--- src/rtl/spi_led_pkg.sv ---
// spi_led_pkg: shared constants and types for the SPI LED configuration slave.
//   OP_MASK / OP_PSC : command opcodes carried in the first byte of a frame
//   SIG_BYTE         : signature returned on MISO as byte 0 of every frame
//   state_t          : frame-level state machine encoding
package spi_led_pkg;

  localparam logic [7:0] OP_MASK  = 8'h01;
  localparam logic [7:0] OP_PSC   = 8'h02;
  localparam logic [7:0] SIG_BYTE = 8'hA5;

  typedef enum logic [2:0] {IDLE, CMD, D0, D1, DONE, DRAIN} state_t;

  function automatic logic is_valid_op(input logic [7:0] op);
    return (op == OP_MASK) || (op == OP_PSC);
  endfunction

endpackage

--- src/rtl/spi_sync_edge.sv ---
// spi_sync_edge: STAGES-deep synchronizer for one asynchronous input, with
// registered rise/fall pulses.
//   clk, rst_n : system clock, synchronous active-low reset
//   din        : asynchronous input
//   sync       : synchronized level, aligned so it changes in the same cycle
//                that rise/fall pulse
//   rise, fall : one-cycle pulses on a synchronized 0->1 / 1->0 transition
module spi_sync_edge #(
  parameter int unsigned STAGES  = 2,
  parameter logic        RST_VAL = 1'b0
) (
  input  logic clk,
  input  logic rst_n,
  input  logic din,
  output logic sync,
  output logic rise,
  output logic fall
);

  logic [STAGES-1:0] chain;

  always_ff @(posedge clk) begin
    if (!rst_n) begin
      chain <= {STAGES{RST_VAL}};
      sync  <= RST_VAL;
      rise  <= 1'b0;
      fall  <= 1'b0;
    end else begin
      chain <= {chain[STAGES-2:0], din};
      sync  <= chain[STAGES-1];
      rise  <= chain[STAGES-1] & ~sync;
      fall  <= ~chain[STAGES-1] & sync;
    end
  end

endmodule

--- src/rtl/spi_led_cfg.sv ---
// spi_led_cfg: SPI mode-0 slave (MSB first), oversampled in the clk domain,
// holding the LED blink configuration.
//   clk, rst_n          : system clock (>= 4x spi_sck), synchronous active-low reset
//   spi_sck, spi_cs_n,
//   spi_mosi, spi_miso  : SPI bus (inputs asynchronous to clk)
//   led_mask            : LED enable mask, bit i enables LED(i+1)
//   blink_psc           : blink half-period prescale in clk cycles
//   cfg_valid           : one-cycle pulse when led_mask or blink_psc updates
//   frame_err           : one-cycle pulse on a bad opcode or truncated frame
// Build option SPI_READBACK_EN: MISO returns 0xA5 then {3'b000, led_mask}
// per byte; otherwise spi_miso is tied to 0.
module spi_led_cfg
  import spi_led_pkg::*;
#(
  parameter logic [15:0] PSC_RESET   = 16'd256,
  parameter logic [4:0]  MASK_RESET  = 5'b11111,
  parameter int unsigned SYNC_STAGES = 2
) (
  input  logic        clk,
  input  logic        rst_n,
  input  logic        spi_sck,
  input  logic        spi_cs_n,
  input  logic        spi_mosi,
  output logic        spi_miso,
  output logic [4:0]  led_mask,
  output logic [15:0] blink_psc,
  output logic        cfg_valid,
  output logic        frame_err
);

  logic sck_sync, sck_rise, sck_fall;
  logic cs_sync, cs_rise, cs_fall;

  spi_sync_edge #(.STAGES(SYNC_STAGES), .RST_VAL(1'b0)) u_sck (
    .clk(clk), .rst_n(rst_n), .din(spi_sck),
    .sync(sck_sync), .rise(sck_rise), .fall(sck_fall)
  );

  spi_sync_edge #(.STAGES(SYNC_STAGES), .RST_VAL(1'b1)) u_cs (
    .clk(clk), .rst_n(rst_n), .din(spi_cs_n),
    .sync(cs_sync), .rise(cs_rise), .fall(cs_fall)
  );

  // One extra stage so mosi lines up with the registered edge pulses.
  logic [SYNC_STAGES:0] mosi_chain;
  logic                 mosi_s;
  assign mosi_s = mosi_chain[SYNC_STAGES];

  state_t     state, state_d;
  logic [2:0] bit_cnt;
  logic [7:0] shreg, hold;
  logic       op_psc;
  logic [7:0] byte_val;
  logic       byte_done;
  logic       commit_mask, commit_psc, load_op, load_hold, err;

  assign byte_val = {shreg[6:0], mosi_s};
  // The 8th edge still completes a byte when cs_n rises in the same cycle.
  assign byte_done = sck_rise && (bit_cnt == 3'd7) && (!cs_sync || cs_rise);

  always_comb begin
    state_d     = state;
    commit_mask = 1'b0;
    commit_psc  = 1'b0;
    load_op     = 1'b0;
    load_hold   = 1'b0;
    err         = 1'b0;
    case (state)
      IDLE: if (cs_fall) state_d = CMD;
      CMD: if (byte_done) begin
        if (is_valid_op(byte_val)) begin
          load_op = 1'b1;
          state_d = D0;
        end else begin
          err     = 1'b1;
          state_d = DRAIN;
        end
      end
      D0: if (byte_done) begin
        if (op_psc) begin
          load_hold = 1'b1;
          state_d   = D1;
        end else begin
          commit_mask = 1'b1;
          state_d     = DONE;
        end
      end
      D1: if (byte_done) begin
        commit_psc = 1'b1;
        state_d    = DONE;
      end
      default: ;
    endcase
    if (cs_rise) begin
      state_d = IDLE;
      if (!byte_done && ((state == CMD && bit_cnt != '0) || state == D0 || state == D1))
        err = 1'b1;
    end
  end

  always_ff @(posedge clk) begin
    if (!rst_n) begin
      mosi_chain <= '0;
      state      <= IDLE;
      bit_cnt    <= '0;
      shreg      <= '0;
      hold       <= '0;
      op_psc     <= 1'b0;
      led_mask   <= MASK_RESET;
      blink_psc  <= PSC_RESET;
      cfg_valid  <= 1'b0;
      frame_err  <= 1'b0;
    end else begin
      mosi_chain <= {mosi_chain[SYNC_STAGES-1:0], spi_mosi};
      state      <= state_d;
      if (byte_done || cs_sync) begin
        bit_cnt <= '0;
        shreg   <= '0;
      end else if (sck_rise) begin
        bit_cnt <= bit_cnt + 3'd1;
        shreg   <= byte_val;
      end
      if (load_op)     op_psc    <= (byte_val == OP_PSC);
      if (load_hold)   hold      <= byte_val;
      if (commit_mask) led_mask  <= byte_val[4:0];
      if (commit_psc)  blink_psc <= {hold, byte_val};
      cfg_valid <= commit_mask | commit_psc;
      frame_err <= err;
    end
  end

  logic unused_sck;

`ifdef SPI_READBACK_EN
  logic [7:0] tx_sr;
  logic       tx_reload;

  // The falling edge after a completed byte presents the next byte's MSB,
  // so the status byte is captured there rather than at byte_done.
  always_ff @(posedge clk) begin
    if (!rst_n) begin
      tx_sr     <= '0;
      tx_reload <= 1'b0;
    end else if (cs_fall) begin
      tx_sr     <= SIG_BYTE;
      tx_reload <= 1'b0;
    end else if (!cs_sync) begin
      if (sck_fall) begin
        tx_sr     <= tx_reload ? {3'b000, led_mask} : {tx_sr[6:0], 1'b0};
        tx_reload <= 1'b0;
      end else if (byte_done) begin
        tx_reload <= 1'b1;
      end
    end
  end

  assign spi_miso   = tx_sr[7] & ~cs_sync;
  assign unused_sck = sck_sync;
`else
  assign spi_miso   = 1'b0;
  assign unused_sck = ^{sck_sync, sck_fall};
`endif

endmodule

--- config.mk ---
export PLATFORM = sky130hd
export DESIGN_NAME = spi_led_cfg
export DESIGN_NICKNAME = d
export VERILOG_FILES = /design/src/rtl/spi_led_pkg.sv /design/src/rtl/spi_sync_edge.sv /design/src/rtl/spi_led_cfg.sv
export SDC_FILE = /design/constraint.sdc
export NUM_CORES = 1
export LEC_CHECK = 0
export CORE_MARGIN = 2
export CORE_UTILIZATION = 58
export CTS_CLUSTER_SIZE = 25
export DETAILED_ROUTE_END_ITERATION = 8
export GPL_TIMING_DRIVEN = 1
export PLACE_DENSITY_LB_ADDON = 0.1
export SLEW_MARGIN = 15
export SYNTH_ARGS = -nofsm -noshare
export SYNTH_HDL_FRONTEND = slang
export SYNTH_HIERARCHICAL = 1
export SYNTH_SLANG_ARGS = --single-unit
--- constraint.sdc ---
create_clock -name clk -period 3.2 [get_ports clk]
set_clock_uncertainty 0.1 [all_clocks]
set_input_delay 0.8 -clock clk [delete_from_list [all_inputs] [get_ports clk]]
set_output_delay 0.8 -clock clk [all_outputs]
set_load 0.1 [all_outputs]
## Word level (Yosys, flattened, before mapping)

Cells that the tools add are included.

- Add/subtract/negate cells: 1
- Equal/unequal tests: 10
- Mux-type cells: 23
- Bitwise operators: 8
- Reduce and logical (&&, ||, !) cells: 17

Operators by type and width:

| operator | count |
|---|---|
| 3-bit 2-to-1 mux | 6 |
| 1-bit 2-to-1 mux | 16 |
| 3-bit one-hot mux with 4 select lines | 1 |
| 8-bit by 1-bit == test with 1-bit output, second input constant | 1 |
| 8-bit by 2-bit == test with 1-bit output, second input constant | 1 |
| 3-bit by 2-bit == test with 1-bit output, second input constant | 2 |
| 2-bit inequality test, second input constant | 3 |
| 1-bit logical OR | 5 |
| 5-bit AND reduction | 1 |
| 1-bit logical AND | 4 |
| 1-bit NOT | 4 |
| 4-bit nonzero test | 1 |
| 2-bit OR reduction | 2 |
| 3-bit by 1-bit adder with 3-bit output, second input constant | 1 |
| 1-bit AND | 3 |
| 3-bit by 1-bit == test with 1-bit output, second input constant | 1 |
| 3-bit == test, second input constant | 1 |
| 3-bit logical NOT | 1 |
| 3-bit nonzero test | 1 |
| 1-bit logical NOT | 2 |
| 2-bit by 1-bit inequality test with 1-bit output, second input constant | 1 |
| 1-bit bitwise OR | 1 |

- Flip-flop bits (word level): 57
- Output and inout bits: 24

## Depth between registers and ports, before layout

- Depth after elaboration: 7
- Mapped depth: 7

## Hierarchy

The synthesis kept the hierarchy.

Modules (own cells, without submodules):

| module | times used | cells an instance | area each (µm²) | seq. area each (µm²) |
|---|---|---|---|---|
| spi_led_cfg | 1 | 202 | 1961.9 | 960.9 |
| spi_sync_edge (u_sck) | 1 | 10 | 140.1 | 100.1 |
| spi_sync_edge (u_cs) | 1 | 10 | 136.4 | 100.1 |

## Least setup slack after synthesis

OpenSTA, ideal clock, no wires.

- Kind: flip-flop to output port
- Start: register led_mask[1]
- End: output led_mask[1]
- Arrival time: 0.925 ns
- Required time: 2.300 ns
- Slack: 1.375 ns
- Stages on the path, launching flop included: 1
- Path buffers: 0
- Cell sequence: dfxtp_1

RTL lines:

| what | line | text |
|---|---|---|
| start: declaration | spi_led_cfg.sv:25 | `output logic [4:0] led_mask,` |
| start signal: assignment | spi_led_cfg.sv:125 | `if (commit_mask) led_mask <= byte_val[4:0];` |

No word-level cell between the ends.

## Worst setup path after layout

- Start: register bit_cnt[0]
- End: register blink_psc[11]

- Cells in the longest elaborated chain, start to end: 5

RTL lines:

| what | line | text |
|---|---|---|
| start: declaration | spi_led_cfg.sv:50 | `logic [2:0] bit_cnt;` |
| start signal: assignment | spi_led_cfg.sv:120 | `bit_cnt <= bit_cnt + 3'd1;` |
| 3-bit == test | spi_led_cfg.sv:59 | `assign byte_done = sck_rise && (bit_cnt == 3'd7) && (!cs_sync \|\| cs_rise);` |
| 1-bit logical AND (2 in a row) | spi_led_cfg.sv:59 |  |
| 1-bit 2-to-1 mux | spi_led_cfg.sv:88 | `D1: if (byte_done) begin` |
| 1-bit 2-to-1 mux | spi_led_cfg.sv:68 | `case (state)` |
| end signal: assignment | spi_led_cfg.sv:126 | `if (commit_psc) blink_psc <= {hold, byte_val};` |
| end: declaration | spi_led_cfg.sv:26 | `output logic [15:0] blink_psc,` |

No other way between the ends.
A chain may end at the register's enable or synchronous reset.

==> key figures <==
STA
  – Fin crit share: 72.3%
  – Setup-failing EPs final: 0
  – Tmin final: 2310 ps
  – Final hold slack: 309 ps
  – Relative slew margins: 58.5%
  – Fmax: 432 MHz
  – Sum Neg Setup Slack: 0 ps
  – Worst-Margin Slew: 620 ps
  – Setup WS post-layout: 886 ps
  – Final slew viol count: 0
  – Unrepaired setup endpoints after global routing: no
  – Final hold violations: 0

Power
  – Peak VDD IR: 0.452 mV
  – Internal Power: 1.03 mW
  – Clk network pwr share: 42.4%
  – Sw frac: 21.9%
  – Pwr dens: 500 nW/um^2
  – Logic pwr share: 2.8%
  – Sequential power share: 54.8%
  – Psw: 288 uW
  – Cell leakage power: 1.16 nW
  – Total power: 1.31 mW

Placed design
  – Dpl cells: 288
  – Hpwl dp: 2.83 mm
  – Routability congestion estimate: 0.766
  – Number of port buffers: 27
  – Post-place setup slack: 722 ps

Routing
  – Antenna-violating nets left: 0
  – Initial drt markers: 57
  – Pre-antenna DRT Iters: 4
  – Vias: 1,584
  – DRC: 0
  – Routed wire length: 4.02 mm
  – WL/cell: 13.3 um
  – Routed vias/inst: 5.23

CTS
  – Root buf cell: clkbuf_8
  – Post-CTS setup buffer count: 0
  – CTS HTree Levels: 3
  – Clock Sink Count: 57
  – Hold_buf cts: 0
  – Clock Path Buffers: 2
  – Post-cts sizing count: 0
  – Clock latency on the worst-skew pair: 330 ps
  – CTS clock-pin slew for the worst setup and hold paths: 60 ps
  – Total CTS buffers: 9
  – CTS tree: yes

Floorplanning
  – Starting Density: 60.4%
  – Die width: 65.7 um
  – Die Y: 65.7 um
  – Num rows: 22
  – # IOs: 29
  – Die ar.: 4320 sq um
  – Core region area: 3660 sq um

Global route
  – Via count of the first global-routing pass: 1,556
  – First-pass GRT wire length: 6.96 mm
  – Initial antenna violation count: 0
  – Total Routing Usage GR: 22.2%
  – Grt total ovfl: 0
  – Largest net degree at the start of global routing: 40

Finish
  – Final net count: 259
  – Fill count: 286
  – Syn-to-layout area delta: 18.9%
  – Share of post-route cells with drive strength above 1: 18.8%
  – Finished Layout Cells: 303
  – # diodes: 0

Worst hold path
  – Hold crit path type: reg2reg

Synthesis
  – Mapped Cells: 220
  – Syn nets: 228
  – Synth Cell Area: 2210 sq um
  – Avg Cell Area, Syn: 10.0 sq um
  – Synthesis Warnings: 6

Setup path
  – Worst path required time: 3360 ps
  – Worst Path Arrival: 2470 ps
  – CP startpoint kind: flop
  – Crit Path Class: reg2reg
  – Critical path endpoint category: flop
  – Crit Path Max Fanout: 12

Status
  – Status: finished clean

Job
  – Max-Cap Viols: 0
[metrics by stage]
stage	cell area [sq um]	utilization, %
4_1_cts	2630	71.7
2_1_floorplan	2210	-
3_3_place_gp	2460	67.3
3_5_place_dp	2460	67.3
5_1_grt	2630	71.7
6_report	2630	71.7
[routing by layer]
| layer | routed length [um] | GRT usage [%] |
|---|---|---|
| met2 | 1970 | 36.5 |
| met3 | 231 | 10.8 |
| met4 | 61 | 8.33 |
| met1 | 1750 | 24.7 |
| met5 | 0 | 0 |
[area by class of cell]
| type | instances | area, sq um | share of cell area [%] |
|---|---|---|---|
| clock buffer | 12 | 145 | 5.53 |
| timing repair buffer | 30 | 248 | 9.43 |
| multi-input combinational | 144 | 981 | 37.4 |
| clock inverter | 3 | 17.5 | 0.667 |
| tap | 48 | 60.1 | 2.29 |
| inverter | 9 | 33.8 | 1.29 |
| sequential | 57 | 1140 | 43.4 |
[worst max-delay path: stages, from the launching register on]
cell,delay (ps)
dfxtp_1,380
ha_1,170
ha_1,140
nand2_1,190
nor4b_2,290
buf_4,230
and2_1,510
mux2i_1,240
[final timing paths]
path,to,from,cells past startpoint,slack [ps]
max,blink_psc[11],bit_cnt[0],7,890
min,u_cs/chain[1],u_cs/chain[0],1,310
max reg2reg,blink_psc[11],bit_cnt[0],7,890
min reg2reg,u_cs/chain[1],u_cs/chain[0],1,310
[flip-flops by register name, indices dropped and copies added, names as in the netlist]
name and flops:
u_cs/rise 1, op_psc 1, led_mask 5, shreg 7, hold 8, bit_cnt 3, mosi_chain 3, blink_psc 16
cfg_valid 1, u_sck/rise 1, u_sck/chain 2, u_sck/sync 1, u_cs/sync 1, u_cs/chain 2, state 3, u_cs/fall 1
frame_err 1
[layout by cell type, fill, tap and decap left out, types with 6 or more instances in the layout]
cell type and count:
nand2_1 32, dfxtp_1 57, buf_4 25, nand3_1 8, inv_1 9, nor2_1 14, mux2i_1 32, clkbuf_8 10
and2_1 6
[power groups by stage]
stage	Sequential, mW	Clock [mW]	Combinational (mW)
finish	0.719	0.557	0.0371
CTS	0.719	0.568	0.0373
detailed placement	0.735	0	0.0371
global route	0.719	0.604	0.0404
floorplan	0.733	0	0.0278
global placement	0.735	0	0.0361
Power figures use the tool's default switching activity.
